===== config.mk =====
export PLATFORM = sky130hd
export DESIGN_NAME = piso_shift_reg
export DESIGN_NICKNAME = d
export VERILOG_FILES = /design/src/rtl/piso_shift_reg.sv
export SDC_FILE = /design/constraint.sdc
export NUM_CORES = 1
export LEC_CHECK = 0
export CAP_MARGIN = 20
export CORE_MARGIN = 2
export CORE_UTILIZATION = 25
export CTS_CLUSTER_DIAMETER = 200
export CTS_CLUSTER_SIZE = 25
export DETAILED_ROUTE_END_ITERATION = 10
export GPL_TIMING_DRIVEN = 0
export RECOVER_POWER = 50
export SETUP_SLACK_MARGIN = 0.3
export SLEW_MARGIN = 15
export SYNTH_ARGS = -nofsm -noshare
export SYNTH_HDL_FRONTEND = slang
export SYNTH_SLANG_ARGS = --single-unit
export TNS_END_PERCENT = 1

===== constraint.sdc =====
create_clock -name clk -period 2.1 [get_ports clk]
set_input_delay 0.21 -clock clk [delete_from_list [all_inputs] [get_ports clk]]
set_output_delay 0.21 -clock clk [all_outputs]
set_load 0.03 [all_outputs]

===== src/rtl/piso_shift_reg.sv =====
// Parallel-in / serial-out shift register with valid/ready load handshake and hold stall.
// Bit order: define PISO_MSB_FIRST_EN for MSB-first; default build sends LSB first.
module piso_shift_reg #(
    parameter int WIDTH = 8
) (
    input  logic             clk,
    input  logic             rst,
    input  logic             load_valid,
    input  logic [WIDTH-1:0] load_data,
    output logic             load_ready,
    input  logic             hold,
    output logic             sout,
    output logic             sout_valid,
    output logic             done
);

    localparam int CNT_W = (WIDTH > 1) ? $clog2(WIDTH) : 1;
    localparam logic [CNT_W-1:0] LAST_CNT = CNT_W'(WIDTH - 1);

    typedef enum logic {
        IDLE  = 1'b0,
        SHIFT = 1'b1
    } state_t;

    state_t           state;
    logic [WIDTH-1:0] shreg;
    logic [CNT_W-1:0] cnt;
    logic             last_bit;
    logic             accept;
    logic             out_bit;

`ifdef PISO_MSB_FIRST_EN
    function automatic logic [WIDTH-1:0] shift_one(input logic [WIDTH-1:0] x);
        return {x[WIDTH-2:0], 1'b0};
    endfunction
    assign out_bit = shreg[WIDTH-1];
`else
    function automatic logic [WIDTH-1:0] shift_one(input logic [WIDTH-1:0] x);
        return {1'b0, x[WIDTH-1:1]};
    endfunction
    assign out_bit = shreg[0];
`endif

    // The final bit of a word frees the register unless the line is stalled.
    assign last_bit   = (state == SHIFT) && (cnt == LAST_CNT) && !hold;
    assign load_ready = !rst && ((state == IDLE) || last_bit);
    assign accept     = load_valid && load_ready;
    assign done       = last_bit;
    assign sout_valid = (state == SHIFT);
    assign sout       = (state == SHIFT) ? out_bit : 1'b1;

    always_ff @(posedge clk or posedge rst) begin
        if (rst) begin
            state <= IDLE;
            shreg <= '0;
            cnt   <= '0;
        end else if (accept) begin
            state <= SHIFT;
            shreg <= load_data;
            cnt   <= '0;
        end else if ((state == SHIFT) && !hold) begin
            if (cnt == LAST_CNT) begin
                state <= IDLE;
            end else begin
                shreg <= shift_one(shreg);
                cnt   <= cnt + CNT_W'(1);
            end
        end
    end

endmodule


Yosys cells after proc, flatten, opt, wreduce, memory -nomap -nowiden
Index checks and enable logic that the tools add are counted.
- bits in registers: 12
- logic and storage cells: 29
- add/subtract/negate cells: 1
- eq/ne operators: 2
- multiplexer cells: 10
- bitwise logic cells: 1
- reduce and logical (&&, ||, !) cells: 12
- operators with widths (operator ; number):
    $mux W8 ; 3
    $mux W3 ; 3
    $logic_and A1 B1 Y1 ; 5
    $mux W1 ; 4
    $reduce_and A2 Y1 ; 2
    $reduce_bool A2 Y1 ; 2
    $add A3 B1 Y3 const B ; 1
    $eq A3 B3 Y1 const B ; 1
    $logic_not A1 Y1 ; 2
    $ne A2 B2 Y1 const B ; 1
    $logic_or A1 B1 Y1 ; 1
    $not A1 Y1 ; 1

Longest topological paths before layout
- depth after elaboration: 8
- mapped depth: 6

Least setup slack after synthesis
OpenSTA, ideal clock, no wires.
- kind: reg-to-reg
- start point: register cnt[0]
- end point: register cnt[0]
- arrival time: 1.489 ns
- slack: 0.493 ns
- stages on the path, launching flop included: 7
- cells stage by stage: dfrtp_1 > ha_1 > ha_1 > or3b_1 > buf_6 > xor2_1 > nor2_2
- cells in the longest elaborated chain, start to end: 8
- elaborated cells between the ends (all ways): 13
- those cells by class: add/sub: 1; eq/ne: 2; mux: 3; reduce/logical: 7
- RTL lines (what ; line ; RTL):
    from (decl) ; 27 ; logic [CNT_W-1:0] cnt;
    from (signal assigned) ; 66 ; cnt <= cnt + CNT_W'(1);
    $eq A3 B3 Y1 ; 45, 62 ;
    $logic_and A1 B1 Y1 (2 in series) ; 45 ; assign last_bit = (state == SHIFT) && (cnt == LAST_CNT) && !hold;
    $logic_or A1 B1 Y1 ; 46 ; assign load_ready = !rst && ((state == IDLE) || last_bit);
    $logic_and A1 B1 Y1 ; 46 ;
    $logic_and A1 B1 Y1 ; 47 ; assign accept = load_valid && load_ready;
    $ne A2 B2 Y1 (no line) or $reduce_bool A2 Y1 (tied branches) ; n/a ;
    $reduce_and A2 Y1 (no line) ; n/a ;
Several ways; a longest one is shown, not always the timed one. The select of a mux whose other input is x is not followed.
A chain may end at the register's enable or synchronous reset.

Worst setup path in the final report
- start point: register cnt[0]
- end point: output port done
- cells in the longest elaborated chain, start to end: 3
- RTL lines (what ; line ; RTL):
    $eq A3 B3 Y1 ; 45 ;
    $logic_and A1 B1 Y1 (2 in series) ; 45 ;
    to (decl) ; 14 ; output logic done
Every way passes these cells.

==> flow_summary.ini <==
[clock_tree]
ctsHtreeMaxLevel = 1
cts_setup_buffers = 0
clk_latency_ns = 0.27
cts_buffers = 3
cts_tree = done
clockRootBuffer = clkbuf_4
cts.repair.resized = 6
cts.hold.buffers_added = 0
clkTransAtPathRegs_ns = 0.08
cts.sinks = 12
clock_path_buffers = 2

[critical_path]
crit_fanout = 4
cp-end-kind = output port
required_ns = 1.89
start_kind = register
cp.arrival_ns = 1.56
crit_type = reg -> out

[yosys]
syn_nets = 79
syn_inst = 65
ys_ff_latch = 12
ys_warn_count = 0
syn_area_um2 = 617
yosysSeqAreaShare_pct = 48.7
synth_cell_types = 16
syn_avg_cell_area_um2 = 9.49

[placed_design]
numPortBuffers = 15
post-place-ws_ns = 0.193
dp_hpwl_um = 826
gp_congestion = 0.659

[grt]
gr-usage-all-layers_pct = 9.73
grt_pass1_wl_um = 1980
grt_max_degree = 13
grt-ovfl-total = 0
grt_pass1_vias = 458
antenna_found_initial = 0

[cells_and_area]
syn2layout_area_growth_pct = 35.3
drive_above_1_share_pct = 13.1
num-nets-final = 99
antennaDiodeCount = 0

[detailed_routing]
routedWlPerCell_um = 10.1
wl_met2_um = 469
drt-initial-drc-count = 10
wl_met3_um = 122
first_pass_iters = 4
antenna_left = 0
vias = 483
drt-total-wl_um = 1130
route.detailed.drc = 0
wl_met1_um = 536
highest_layer = met3
viasPerCell = 4.31

[timing]
drv_slew = 0
relSlewSlack_pct = 69.2
fin_worst_skew_ns = 0.00259
grt_setup_unrepaired = true
max_freq_mhz = 564
finalCritPeriodShare_pct = 84.4
finalSetupTns_ns = 0
worst_slew_pin_slew_ns = 0.461
whs_ns = 0.423
fin_ws_ns = 0.327
timing_hold_violations_final = 0
finalSetupViolations = 0
fin_crit_ns = 1.77

[power]
vdd_drop_max_v = 0.000491
power_density_nw_per_um2 = 1190
p_leak_uw = 0.000429

[floorplanning]
dieArea_um2 = 2880
io_pins = 16
coreArea_um2 = 2280
die_h_um = 53.7
std_cell_rows = 17
die_x_um = 53.7
start_util_pct = 27.1

[flow_run]
cap_violations = 0

[hold_path]
min_path_type = in -> async

[outcome]
run_status = finished clean
area by class of cell:
cell class	instances	area [um2]
Fill cell	247	1440
Sequential cell	12	300
Multi-Input combinational cell	35	238
Timing Repair Buffer	15	146
Inverter	16	60.1
Clock buffer	4	36.3
Tap cell	28	35.0
Buffer	2	18.8
layer usage:
metal / vias up / GRT usage [%]
li1: 249 / -
met4: 0 / 1.28
met3: 0 / 4.72
met2: 20 / 15.2
met1: 214 / 12.3
met5: - / 0
cells by family (layout without fill, tap and decap cells):
| logic type | count (synthesis) | in the layout | share of synthesized area [%] |
|---|---|---|---|
| AND/OR/NAND/NOR | 19 | 19 | 15.0 |
| buffers and inverters | 18 | 37 | 12.8 |
| flip-flops | 12 | 12 | 48.7 |
| AO/OA/AOI/OAI | 10 | 10 | 13.2 |
| multiplexers | 3 | 3 | 4.87 |
| adder cells (fa/ha/maj) | 2 | 2 | 4.06 |
| XOR/XNOR | 1 | 1 | 1.42 |
Yosys cell counts:
library cell  instances  area (um2)
a21oi_1               2        10.0
a221oi_1              7        61.3
nor2_2                1        6.26
ha_1                  2        25.0
mux2i_1               3        30.0
buf_6                 1        11.3
nand2_1               4        15.0
or3b_1                1        8.76
nor2_1                9        33.8
a22o_2                1        10.0
nand2b_1              3        18.8
buf_4                 1        7.51
and3b_2               1        10.0
dfrtp_1              12         300
xor2_1                1        8.76
inv_1                16        60.1
through the flow:
| stage | utilization, % | cells | power (uW) | area [um2] |
|---|---|---|---|---|
| CTS | 36.9 | 112 | 1010 | 841 |
| detailed placement | 35.2 | 108 | 826 | 802 |
| global placement | 35.2 | 108 | 812 | 802 |
| floorplan | - | 65 | 698 | 617 |
| finish | 36.7 | 112 | 992 | 835 |
| global route | 36.7 | 112 | 1080 | 835 |
path summary, 6_finish.rpt:
| kind | cells past startpoint | end | slack [ns] | start |
|---|---|---|---|---|
| worst min register to register | 2 | cnt[1] | 0.54 | cnt[1] |
| worst max register to register | 6 | cnt[0] | 0.40 | cnt[0] |
| worst min-delay path | 2 | cnt[0] | 0.42 | rst |
| worst max-delay path | 4 | done | 0.33 | cnt[0] |
| max in group asynchronous | 2 | shreg[2] | 1.36 | rst |
| min in group clk | 3 | shreg[7] | 0.48 | load_data[7] |
sequential cells by signal, indices dropped and copies added (netlist names):
name        cells
sout_valid      1
shreg           8
cnt             3
worst max-delay path, cell delays in order (launching register included):
cell             delay (ns)
dfrtp_1                0.40
ha_1                   0.21
ha_1                   0.21
and3b_2                0.20
clkdlybuf4s15_2        0.27
layout by cell type, fill, tap and decap left out, types with 2 or more instances in the layout:
cell and instances:
a21oi_1 2, a221oi_1 7, clkbuf_4 3, clkdlybuf4s50_1 12, dfrtp_1 12, ha_1 2
inv_1 16, mux2i_1 3, nand2_1 4, nand2b_1 3, nor2_1 9
power by group:
group | leakage, uW | switching (uW) | internal, uW
Clock | 0.0000210 | 77.0 | 105
Combinational | 0.000274 | 219 | 198
Sequential | 0.000134 | 61.9 | 331
Total | 0.000429 | 358 | 634
(Power assumes the default switching activity.)
